<file path="src/rtl/uart_rx.sv">
// UART receiver: 2-flop synchronised rxd, half-bit start qualification, LSB-first data,
// optional parity, 1/2 stop bits, frames queued in a FIFO and presented as AXI-Stream.
module uart_rx #(
  parameter int unsigned BAUD_PRESCALER = 12,
  parameter int unsigned PARITY         = 0,
  parameter int unsigned BYTE_SIZE      = 8,
  parameter int unsigned STOP_BITS      = 0,
  parameter int unsigned FIFO_DEPTH     = 16
) (
  input  logic        aclk,
  input  logic        rst,
  input  logic [26:0] s_axis_config_tdata,
  input  logic        s_axis_config_tvalid,
  output logic        s_axis_config_tready,
  output logic [8:0]  m_axis_tdata,
  output logic [1:0]  m_axis_tuser,
  output logic        m_axis_tvalid,
  input  logic        m_axis_tready,
  output logic [31:0] rx_data_count,
  output logic        overrun,
  input  logic        rxd,
  output logic        rtsn
);

  localparam int unsigned AW = $clog2(FIFO_DEPTH);
  localparam logic [AW:0] DEPTH_L = (AW+1)'(FIFO_DEPTH);

  typedef enum logic [2:0] {S_IDLE, S_START, S_DATA, S_PARITY, S_STOP, S_PUSH} state_t;
  state_t r_state, w_state_next;

  logic [15:0] r_presc;
  logic [2:0]  r_parity;
  logic [3:0]  r_bsize;
  logic        r_stop2, r_rx_en;

  logic        r_rxd_meta, r_rxd_s, r_rxd_prev;
  logic [15:0] r_cnt;
  logic [3:0]  r_idx;
  logic [8:0]  r_data;
  logic        r_perr, r_ferr;
  logic        r_overrun, r_rtsn;

  logic [10:0] r_mem [FIFO_DEPTH];
  logic [AW:0] r_wr, r_rd;

  logic        w_fall, w_strobe, w_last_data, w_last_stop;
  logic        w_cfg_fire, w_push, w_pop, w_full, w_empty;
  logic [15:0] w_cfg_presc, w_half, w_period;
  logic [3:0]  w_cfg_bsize;
  logic [AW:0] w_count, w_free;
  logic [10:0] w_head;
  logic        w_unused_cfg;

  assign w_unused_cfg = ^s_axis_config_tdata[26:25];

  assign w_fall      = r_rxd_prev & ~r_rxd_s;
  assign w_strobe    = (r_cnt == '0);
  assign w_last_data = (r_idx == r_bsize - 4'd1);
  assign w_last_stop = ~r_stop2 | r_idx[0];
  assign w_half      = (r_presc >> 1) - 16'd1;
  assign w_period    = r_presc - 16'd1;

  assign w_cfg_fire  = s_axis_config_tvalid && (r_state == S_IDLE);
  assign w_cfg_presc = (s_axis_config_tdata[15:0] < 16'd2) ? 16'd2 : s_axis_config_tdata[15:0];
  assign w_cfg_bsize = (s_axis_config_tdata[22:19] == 4'd0 || s_axis_config_tdata[22:19] > 4'd9)
                       ? 4'd8 : s_axis_config_tdata[22:19];

  assign w_count = r_wr - r_rd;
  assign w_free  = DEPTH_L - w_count;
  assign w_empty = (w_count == '0);
  assign w_full  = (w_count == DEPTH_L);
  assign w_pop   = ~w_empty & m_axis_tready;
  assign w_push  = (r_state == S_PUSH) && (~w_full || w_pop);
  assign w_head  = r_mem[r_rd[AW-1:0]];

  assign s_axis_config_tready = (r_state == S_IDLE);
  assign m_axis_tvalid = ~w_empty;
  assign m_axis_tdata  = w_empty ? '0 : w_head[8:0];
  assign m_axis_tuser  = w_empty ? '0 : w_head[10:9];
  assign rx_data_count = 32'(w_count);
  assign overrun       = r_overrun;
  assign rtsn          = r_rtsn;

  always_comb begin
    w_state_next = r_state;
    case (r_state)
      S_IDLE:   if (r_rx_en && w_fall) w_state_next = S_START;
      S_START:  if (w_strobe) w_state_next = r_rxd_s ? S_IDLE : S_DATA;
      S_DATA:   if (w_strobe && w_last_data)
                  w_state_next = (r_parity != 3'd0) ? S_PARITY : S_STOP;
      S_PARITY: if (w_strobe) w_state_next = S_STOP;
      S_STOP:   if (w_strobe && w_last_stop) w_state_next = S_PUSH;
      S_PUSH:   w_state_next = S_IDLE;
      default:  w_state_next = S_IDLE;
    endcase
  end

  always_ff @(posedge aclk) begin
    if (rst) r_state <= S_IDLE;
    else     r_state <= w_state_next;
  end

  always_ff @(posedge aclk) begin
    if (rst) begin
      r_presc    <= 16'(BAUD_PRESCALER);
      r_parity   <= 3'(PARITY);
      r_bsize    <= 4'(BYTE_SIZE);
      r_stop2    <= (STOP_BITS != 0);
      r_rx_en    <= 1'b1;
      r_rxd_meta <= 1'b1;
      r_rxd_s    <= 1'b1;
      r_rxd_prev <= 1'b1;
      r_cnt      <= '0;
      r_idx      <= '0;
      r_data     <= '0;
      r_perr     <= 1'b0;
      r_ferr     <= 1'b0;
      r_overrun  <= 1'b0;
      r_rtsn     <= 1'b1;
      r_wr       <= '0;
      r_rd       <= '0;
    end else begin
      r_rxd_meta <= rxd;
      r_rxd_s    <= r_rxd_meta;
      // Edge history frozen during PUSH so a start edge landing there is seen in IDLE.
      if (r_state != S_PUSH) r_rxd_prev <= r_rxd_s;

      if (w_cfg_fire) begin
        r_presc  <= w_cfg_presc;
        r_parity <= s_axis_config_tdata[18:16];
        r_bsize  <= w_cfg_bsize;
        r_stop2  <= s_axis_config_tdata[23];
        r_rx_en  <= s_axis_config_tdata[24];
      end

      if (r_state == S_IDLE) r_cnt <= w_half;
      else if (w_strobe)     r_cnt <= w_period;
      else                   r_cnt <= r_cnt - 16'd1;

      case (r_state)
        S_IDLE: begin
          r_idx  <= '0;
          r_data <= '0;
        end
        S_DATA: if (w_strobe) begin
          r_data[r_idx] <= r_rxd_s;
          r_idx <= w_last_data ? 4'd0 : r_idx + 4'd1;
        end
        S_PARITY: if (w_strobe) begin
          case (r_parity)
            3'd1:    r_perr <= ^r_data ^ r_rxd_s;
            3'd2:    r_perr <= ~(^r_data ^ r_rxd_s);
            3'd3:    r_perr <= ~r_rxd_s;
            3'd4:    r_perr <= r_rxd_s;
            default: r_perr <= 1'b0;
          endcase
        end
        S_STOP: if (w_strobe) begin
          r_ferr <= r_ferr | ~r_rxd_s;
          r_idx  <= r_idx + 4'd1;
        end
        S_PUSH: begin
          r_perr <= 1'b0;
          r_ferr <= 1'b0;
        end
        default: ;
      endcase

      r_overrun <= (r_state == S_PUSH) && w_full && ~w_pop;
      r_rtsn    <= ~r_rx_en || (w_free < (AW+1)'(2));
      if (w_push) r_wr <= r_wr + 1'b1;
      if (w_pop)  r_rd <= r_rd + 1'b1;
    end
  end

  always_ff @(posedge aclk) begin
    if (w_push) r_mem[r_wr[AW-1:0]] <= {r_perr, r_ferr, r_data};
  end

endmodule
</file>
<file path="config.mk">
export PLATFORM = sky130hd
export DESIGN_NAME = uart_rx
export DESIGN_NICKNAME = d
export VERILOG_FILES = /design/src/rtl/uart_rx.sv
export SDC_FILE = /design/constraint.sdc
export NUM_CORES = 1
export LEC_CHECK = 0
export BUFFER_PORTS_ARGS = -buffer_cell sky130_fd_sc_hd__buf_2
export CORE_MARGIN = 2
export CORE_UTILIZATION = 45
export CTS_CLUSTER_DIAMETER = 80
export DETAILED_ROUTE_END_ITERATION = 12
export PLACE_DENSITY_LB_ADDON = 0.1
export SLEW_MARGIN = 30
export SYNTH_ARGS = -nofsm -noshare
export SYNTH_HDL_FRONTEND = slang
export SYNTH_SLANG_ARGS = --single-unit
</file>
<file path="constraint.sdc">
create_clock -name aclk -period 5.09 [get_ports aclk]
set_input_delay 0 -clock aclk [delete_from_list [all_inputs] [get_ports aclk]]
set_output_delay 0 -clock aclk [all_outputs]
set_load 0.01 [all_outputs]
</file>
==> out/qor.txt, run 1 <==
Outcome: completed
Max clock buf depth: 3
Setup TNS: 0 ps
Worst path cell trace: inv_1 -> ha_1 -> inv_1 -> fa_1 -> a21o_1 -> a21oi_1 -> xnor2_1 -> inv_1 -> ha_1 -> nor2b_1 -> inv_1 -> a21oi_1 -> nand2_1 -> nor2_1 -> buf_4 -> xnor2_1 -> nor2_1
Residual DRC count: 0
Setup CP Type: reg2reg
IO Count: 79
Layout Cells excl Fill: 1249
Die width: 161 um
Final Cell Area: 12800 um2
Actual slew at the worst max-slew pin: 889 ps
Final hold slack: 28.9 ps
YS warnings: 0
Peak VDD IR: 0.000204 V
Crit-path max cell delay: 500 ps
Resize count post-CTS: 0
Syn Area/Cell: 13.5 um2
IO Port Bufs: 49
WL per Instance: 20.0 um
Slew Limit Fails: 0
Yosys cell types: 63
Critical Path Fanout Max: 12
Post-synthesis sequential area ratio: 61.8%
CTS sink count: 254
Unrepaired setup endpoints after global routing: false
EDFF count, synth: 176
Overall Power: 5.37 mW
Post-route clock period utilization: 77.5%
Clock Skew: 15.9 ps
Fmax: 254 MHz
Worst slew margin: 40.7%
Via/cell ratio: 5.41
Async S/R FF share, synth: 0%
Routed WL: 25.0 mm
Final Hold Fails: 0
Area growth from synthesis to layout: 15.7%
CTS tree: yes
Synth top area share: 47.7%
Vias in the first global route: 6940
Die height: 161 um
Total gr overflow: 0
Pin count of the biggest net entering global routing: 65
Placeable Area: 24200 um2
Top FF cell, synth: edfxtp_1
Synthesized cell area: 11100 um2
Initial Utilization: 45.7%
Top cell by count, worst path: inv_1
Fill cell count: 2015
Final WS setup: 1150 ps
#FFs+latches synth: 254
Crit. End Element: register
Initial antenna violation count: 0
Crit path DAT: 4320 ps
Dpl hpwl: 16.3 mm
Row cnt: 57
Share of layout cells above drive strength 1: 19.5%
N_diodes: 0
Post-placement cell area: 11600 um2
First-pass GRT wire length: 39.0 mm
Worst Path Required: 5470 ps
Synth area leader: edfxtp_1
Worst min-delay path class: in2reg
Final #Nets: 955
GRT Total Usage: 19.5%
Final design utilization: 52.9%
Max-cap violations: 0
Final setup violation count: 0
Sequential cell area: 6850 um2
Drt initial violations: 404
Clk slew on worst S/H paths: 60 ps
Worst setup SP type: register
Vias: 6762
Dpl ws: 1140 ps
Fin crit period: 3940 ps
H-Tree Level Count: 1
First-pass DRT Iterations: 4
Routability cong.: 0.822
Clk root buf: clkbuf_16
Power per Cell Area: 419 nW/um2
Inst Count DP: 1169
Antenna violation net count after detailed routing: 0
Synth area leaders: edfxtp_1 48%, dfxtp_1 14%, mux4_2 11%
Post-synthesis cell count: 820
DIE AREA: 25900 um2
Worst-Skew Late Latency: 530 ps
Multi-input logic area: 3870 um2
Total CTS buffers: 27
Leakage: 4.44 nW
CP max-delay cell: a21oi_1
[layout by cell type (no fill, tap or decap), types with 18 or more instances in the layout]
cell type      netlist  routed
a21oi_1             62      62
buf_2                2      49
buf_4               28      20
clkbuf_16            0      28
conb_1               1      27
dfxtp_1             78      76
dlygate4sd3_1        0      30
edfxtp_1           176     176
ha_1                18      18
inv_1               20      20
mux4_2              55      55
nand2_1             81      81
nor2_1              60      60
o21ai_0             19      19
xnor2_1             25      25
[logic make-up (layout without fill, tap and decap cells)]
group           count (synthesis)  in the layout  share of synthesized area [%]
flops                         254            254                           61.8
mux                            65             65                           12.2
simple gates                  231            231                           10.0
fa+ha+maj                      20             20                           2.30
other cells                     1             27                         0.0338
xor+xnor                       37             37                           2.92
compound gates                120            120                           6.52
buf+inv                        92            171                           4.22
[cell usage after synthesis (all sizes together) (2+ instances only)]
library cell and count:
edfxtp 176, nand2 81, dfxtp 78, a21oi 62, nor2 60, mux4 55, buf 37, clkbuf 33
o21ai 26, xnor2 25, inv 21, ha 18, nor3 15, and2 12, nor4 12, xor2 12
mux2i 10, nand3 10, nand4 9, nand2b 6, or3 5, nor2b 4, or2 4, a211oi 3
a21o 3, nand3b 3, o31ai 3, o32a 3, or4 3, a211o 2, a31oi 2, nor3b 2
o21bai 2, o221ai 2, o22ai 2
[critical path, delay by kind of cell, from the launching register on]
family | cells | cell delay, ps
AO/OA/AOI/OAI | 3 | 850
XOR/XNOR | 2 | 320
adder cells (fa/ha/maj) | 3 | 760
buffers and inverters | 5 | 600
flip-flops | 1 | 360
AND/OR/NAND/NOR | 4 | 910
[path summary, 6_finish.rpt]
path | endpoint | slack (ps) | start | cells after the start
worst min-delay path | register | 30 | m_axis_tready | 4
worst max register to register | r_wr[4]$_SDFFE_PP0P_ | 1150 | r_wr[0]$_SDFFE_PP0P_ | 17
worst max-delay path | r_wr[4]$_SDFFE_PP0P_ | 1150 | r_wr[0]$_SDFFE_PP0P_ | 17
worst min register to register | r_rxd_s$_SDFF_PP1_ | 410 | r_rxd_meta$_SDFF_PP1_ | 1
[report_power, final]
group          switching (mW)  internal (mW)
clock                   0.778           1.23
sequential              0.120           2.23
combinational           0.504          0.505
total                    1.40           3.97
[flip-flops by register name, summed over array words and instances (netlist names), 3 cells and up, named ones only]
name      count
r_bsize       4
r_idx         4
r_rd          5
r_mem       176
r_parity      3
r_cnt        16
r_state       3
r_presc      16
r_wr          5
r_data        9
[metal layers]
layer  vias up  track usage [%]  share of wire (%)  routed length (um)
met5         -                0                  0                   0
met2       172             35.1                 51               12800
met3        36             2.12                3.9                 980
met4         0             4.99                2.1                 527
li1       3171                -                  -                   -
met1      3383             25.2                 43               10700
[repair_timing]
action                    in CTS  in global routing
hold endpoints to repair      26                  0
setup buffers                  0                  0
hold buffers                  30                  0
[layout make-up]
type | instances | area share (%)
Tap cell | 324 | 3.16
Clock buffer | 34 | 5.79
Timing Repair Buffer | 99 | 5.42
Sequential cell | 254 | 53.4
Clock inverter | 16 | 1.39
Inverter | 22 | 0.644
Multi-Input combinational cell | 500 | 30.2
(Power assumes the default switching activity.)
==> run 2: changes to the inputs <==
--- a/config.mk
+++ b/config.mk
@@ -5,6 +5,7 @@
 export SDC_FILE = /design/constraint.sdc
 export NUM_CORES = 1
 export LEC_CHECK = 0
+export ABC_AREA = 1
 export BUFFER_PORTS_ARGS = -buffer_cell sky130_fd_sc_hd__buf_2
 export CORE_MARGIN = 2
 export CORE_UTILIZATION = 45
==> constraint.sdc (replaced) <==
create_clock -name aclk -period 3.15 [get_ports aclk]
set_input_delay 0 -clock aclk [delete_from_list [all_inputs] [get_ports aclk]]
set_output_delay 0 -clock aclk [all_outputs]
set_load 0.01 [all_outputs]
==> out/qor.txt, run 2 <==
Most frequent cells in the layout: 176 x edfxtp_1, 146 x nand2_1, 114 x inv_1 (was 176 x edfxtp_1, 81 x nand2_1, 76 x dfxtp_1)
Final #Nets: 1318 (was 955)
Crit. End Element: output port (was register)
Synthesized cell area: 11600 um2 (was 11100 um2)
Via/cell ratio: 5.17 (was 5.41)
Outcome: completed (unchanged)
Post-synthesis cell count: 1158 (was 820)
Synth area leaders: edfxtp_1 45%, dfxtp_1 13%, nand2_1 4.9% (was edfxtp_1 48%, dfxtp_1 14%, mux4_2 11%)
Crit path DAT: 2970 ps (was 4320 ps)
Post-route clock period utilization: 94.3%
Antenna violation net count after detailed routing: 0 (unchanged)
Initial antenna violation count: 0 (unchanged)
Total CTS buffers: 27 (unchanged)
EDFF count, synth: 176 (unchanged)
Power per Cell Area: 784 nW/um2 (was 419 nW/um2)
Setup TNS: 0 ps (unchanged)
Dpl hpwl: 18.9 mm (was 16.3 mm)
Post-synthesis sequential area ratio: 58.8% (was 61.8%)
Drt initial violations: 575 (was 404)
Die height: 165 um (was 161 um)
Dpl ws: 148 ps (was 1140 ps)
Residual DRC count: 0 (unchanged)
DIE AREA: 27200 um2 (was 25900 um2)
Fin crit period: 2970 ps
Worst min-delay path class: in2reg (unchanged)
Logic pwr share: 34.1% (was 18.8%)
Final Hold Fails: 0 (unchanged)
Setup CP Type: reg2out (was reg2reg)
Most common cell after layout, fill and taps aside: edfxtp_1 (unchanged)
Worst slew margin: 35.0% (was 40.7%)
IO Count: 79 (unchanged)
Post-synth top cells: 176 x edfxtp_1, 153 x nand2_1, 118 x inv_1, 96 x nor2_1, 92 x a21oi_1 (was 176 x edfxtp_1, 81 x nand2_1, 78 x dfxtp_1, 62 x a21oi_1, 60 x nor2_1)
Worst setup SP type: register (unchanged)
Slew Limit Fails: 0 (unchanged)
Async S/R FF share, synth: 0% (unchanged)
Synth top area share: 45.4% (was 47.7%)
Clock Skew: 13.8 ps (was 15.9 ps)
Vias in the first global route: 8101 (was 6940)
Vias: 8356 (was 6762)
Top FF cell, synth: edfxtp_1 (unchanged)
Internal power: 6.79 mW (was 3.97 mW)
Share of layout cells above drive strength 1: 16.2% (was 19.5%)
Routability cong.: 0.811 (was 0.822)
Worst Path Required: 3150 ps (was 5470 ps)
Peak VDD IR: 0.000538 V (was 0.000204 V)
Final design utilization: 53.7% (was 52.9%)
Post-placement cell area: 12400 um2 (was 11600 um2)
Clk root buf: clkbuf_16 (unchanged)
Overall Power: 10.7 mW (was 5.37 mW)
Flop pwr share: 37.3% (was 43.8%)
Fill cell count: 2269 (was 2015)
Inst Count DP: 1536 (was 1169)
Max-cap violations: 0 (unchanged)
Synth Area in Simple Gates: 15.0% (was 10.0%)
Switching pwr: 3.89 mW (was 1.40 mW)
Combinational family with the most area after synthesis: simple AND/OR/NAND/NOR gates (was multiplexers)
First-pass GRT wire length: 44.8 mm (was 39.0 mm)
H-Tree Level Count: 1 (unchanged)
Final hold slack: 33.8 ps (was 28.9 ps)
Die width: 165 um (was 161 um)
Max clock buf depth: 3 (unchanged)
First-pass DRT Iterations: 5 (was 4)
CTS sink count: 254 (unchanged)
Number of flip-flops in the largest register: 176 (unchanged)
Routed WL: 29.1 mm (was 25.0 mm)
Xor and xnor fraction of the mapped netlist area: 1.20% (was 2.92%)
Final setup violation count: 0 (unchanged)
Synth Area in Adders: 2.11% (was 2.30%)
Fmax: 337 MHz
WL per Instance: 18.0 um (was 20.0 um)
Critical Path Fanout Max: 10 (was 12)
Compound-cell area share of the yosys netlist: 11.0% (was 6.52%)
Placeable Area: 25300 um2 (was 24200 um2)
CTS tree: yes (unchanged)
Clock Power Share: 28.6% (was 37.4%)
Row cnt: 58 (was 57)
Final Cell Area: 13600 um2 (was 12800 um2)
Layout Cells excl Fill: 1617 (was 1249)
Initial Utilization: 46.0% (was 45.7%)
N_diodes: 0 (unchanged)
Mux cell area share after synthesis: 4.14% (was 12.2%)
Area growth from synthesis to layout: 16.9% (was 15.7%)
IO Port Bufs: 49 (unchanged)
Total gr overflow: 0 (unchanged)
Syn Area/Cell: 10.1 um2 (was 13.5 um2)
GRT Total Usage: 21.7% (was 19.5%)
Switching share of power: 36.4% (was 26.1%)
Synth area leader: edfxtp_1 (unchanged)
YS warnings: 0 (unchanged)
Pin count of the biggest net entering global routing: 70 (was 65)
Yosys cell types: 50 (was 63)
Worst-Skew Late Latency: 540 ps (was 530 ps)
Clk slew on worst S/H paths: 60 ps (about the same)
Most frequent cell after synthesis: edfxtp_1 (unchanged)
#FFs+latches synth: 254 (unchanged)
Final WS setup: 179 ps (was 1150 ps)
Leakage: 5.36 nW (was 4.44 nW)
Actual slew at the worst max-slew pin: 973 ps (was 889 ps)
==> run 2: cell types whose count changed after synthesis, moves of 29 or more <==
cell	previous run	this run
inv_1	20	118
nor2_1	60	96
mux2i_1	9	38
mux4_2	55	0
nand2_1	81	153
nand3_1	10	75
o21ai_0	19	89
a21oi_1	62	92
==> run 2: worst max-delay path, stage by stage, from the launching register on <==
cell and delay, ps:
dfxtp_1 310, inv_1 70, ha_1 140, inv_1 60
fa_1 530, inv_1 50, ha_1 200, nand3_2 80
nor2_1 60, ha_2 200, inv_2 70, buf_6 160
nand2_1 90, a31oi_1 230, buf_2 180
==> run 2: what timing repair did <==
action,in CTS,in global routing
endpoints found under the hold margin,31,0
setup buffers,0,0
setup endpoints to repair,0,173
resized for setup,0,28
hold buffers,30,0
==> run 2: area by class of cell <==
| class | instances | area [um2] | share of cell area (%) |
|---|---|---|---|
| multi-input cells | 729 | 4060 | 29.8 |
| clock buffers | 34 | 722 | 5.31 |
| clock inverters | 15 | 129 | 0.947 |
| repair buffers | 128 | 961 | 7.06 |
| inverters | 127 | 477 | 3.50 |
| well taps | 330 | 413 | 3.03 |
| flip-flops and latches | 254 | 6850 | 50.3 |
==> run 2: logic make-up after synthesis <==
kind of cell             after synthesis
adder cells (fa/ha/maj)               19
other                                  1
buffers and inverters                201
flip-flops                           254
AO/OA/AOI/OAI                        232
multiplexers                          47
AND/OR/NAND/NOR                      388
XOR/XNOR                              16
==> run 2: routing by layer <==
layer	vias to the layer above	wire length, um	GRT usage (%)	part of all wire [%]
met2	243	14000	37.5	48
li1	4147	-	-	-
met1	3937	12800	29.0	44
met4	0	399	4.35	1.4
met5	-	0	0	0
met3	29	1840	3.67	6.3
==> run 2: path summary, 6_finish.rpt <==
path                          from                endpoint  slack, ps  cells past startpoint
max           r_wr[0]$_SDFFE_PP0P_         m_axis_tdata[6]        180                     14
min                            rst     r_cnt[1]$_SDFF_PP0_         30                      3
max reg2reg   r_wr[0]$_SDFFE_PP0P_  r_mem[11][6]$_DFFE_PP_        200                     18
min reg2reg  r_rxd_meta$_SDFF_PP1_      r_rxd_s$_SDFF_PP1_        410                      1
==> run 2: power by group through the flow <==
stage	clock network, mW	registers [mW]	logic (mW)
3_3_place_gp	0	4.04	3.56
4_1_cts	3.12	3.98	3.63
6_report	3.06	3.98	3.64
5_1_grt	3.26	4.01	4.15
2_1_floorplan	0	3.97	2.87
3_5_place_dp	0	4.05	3.58
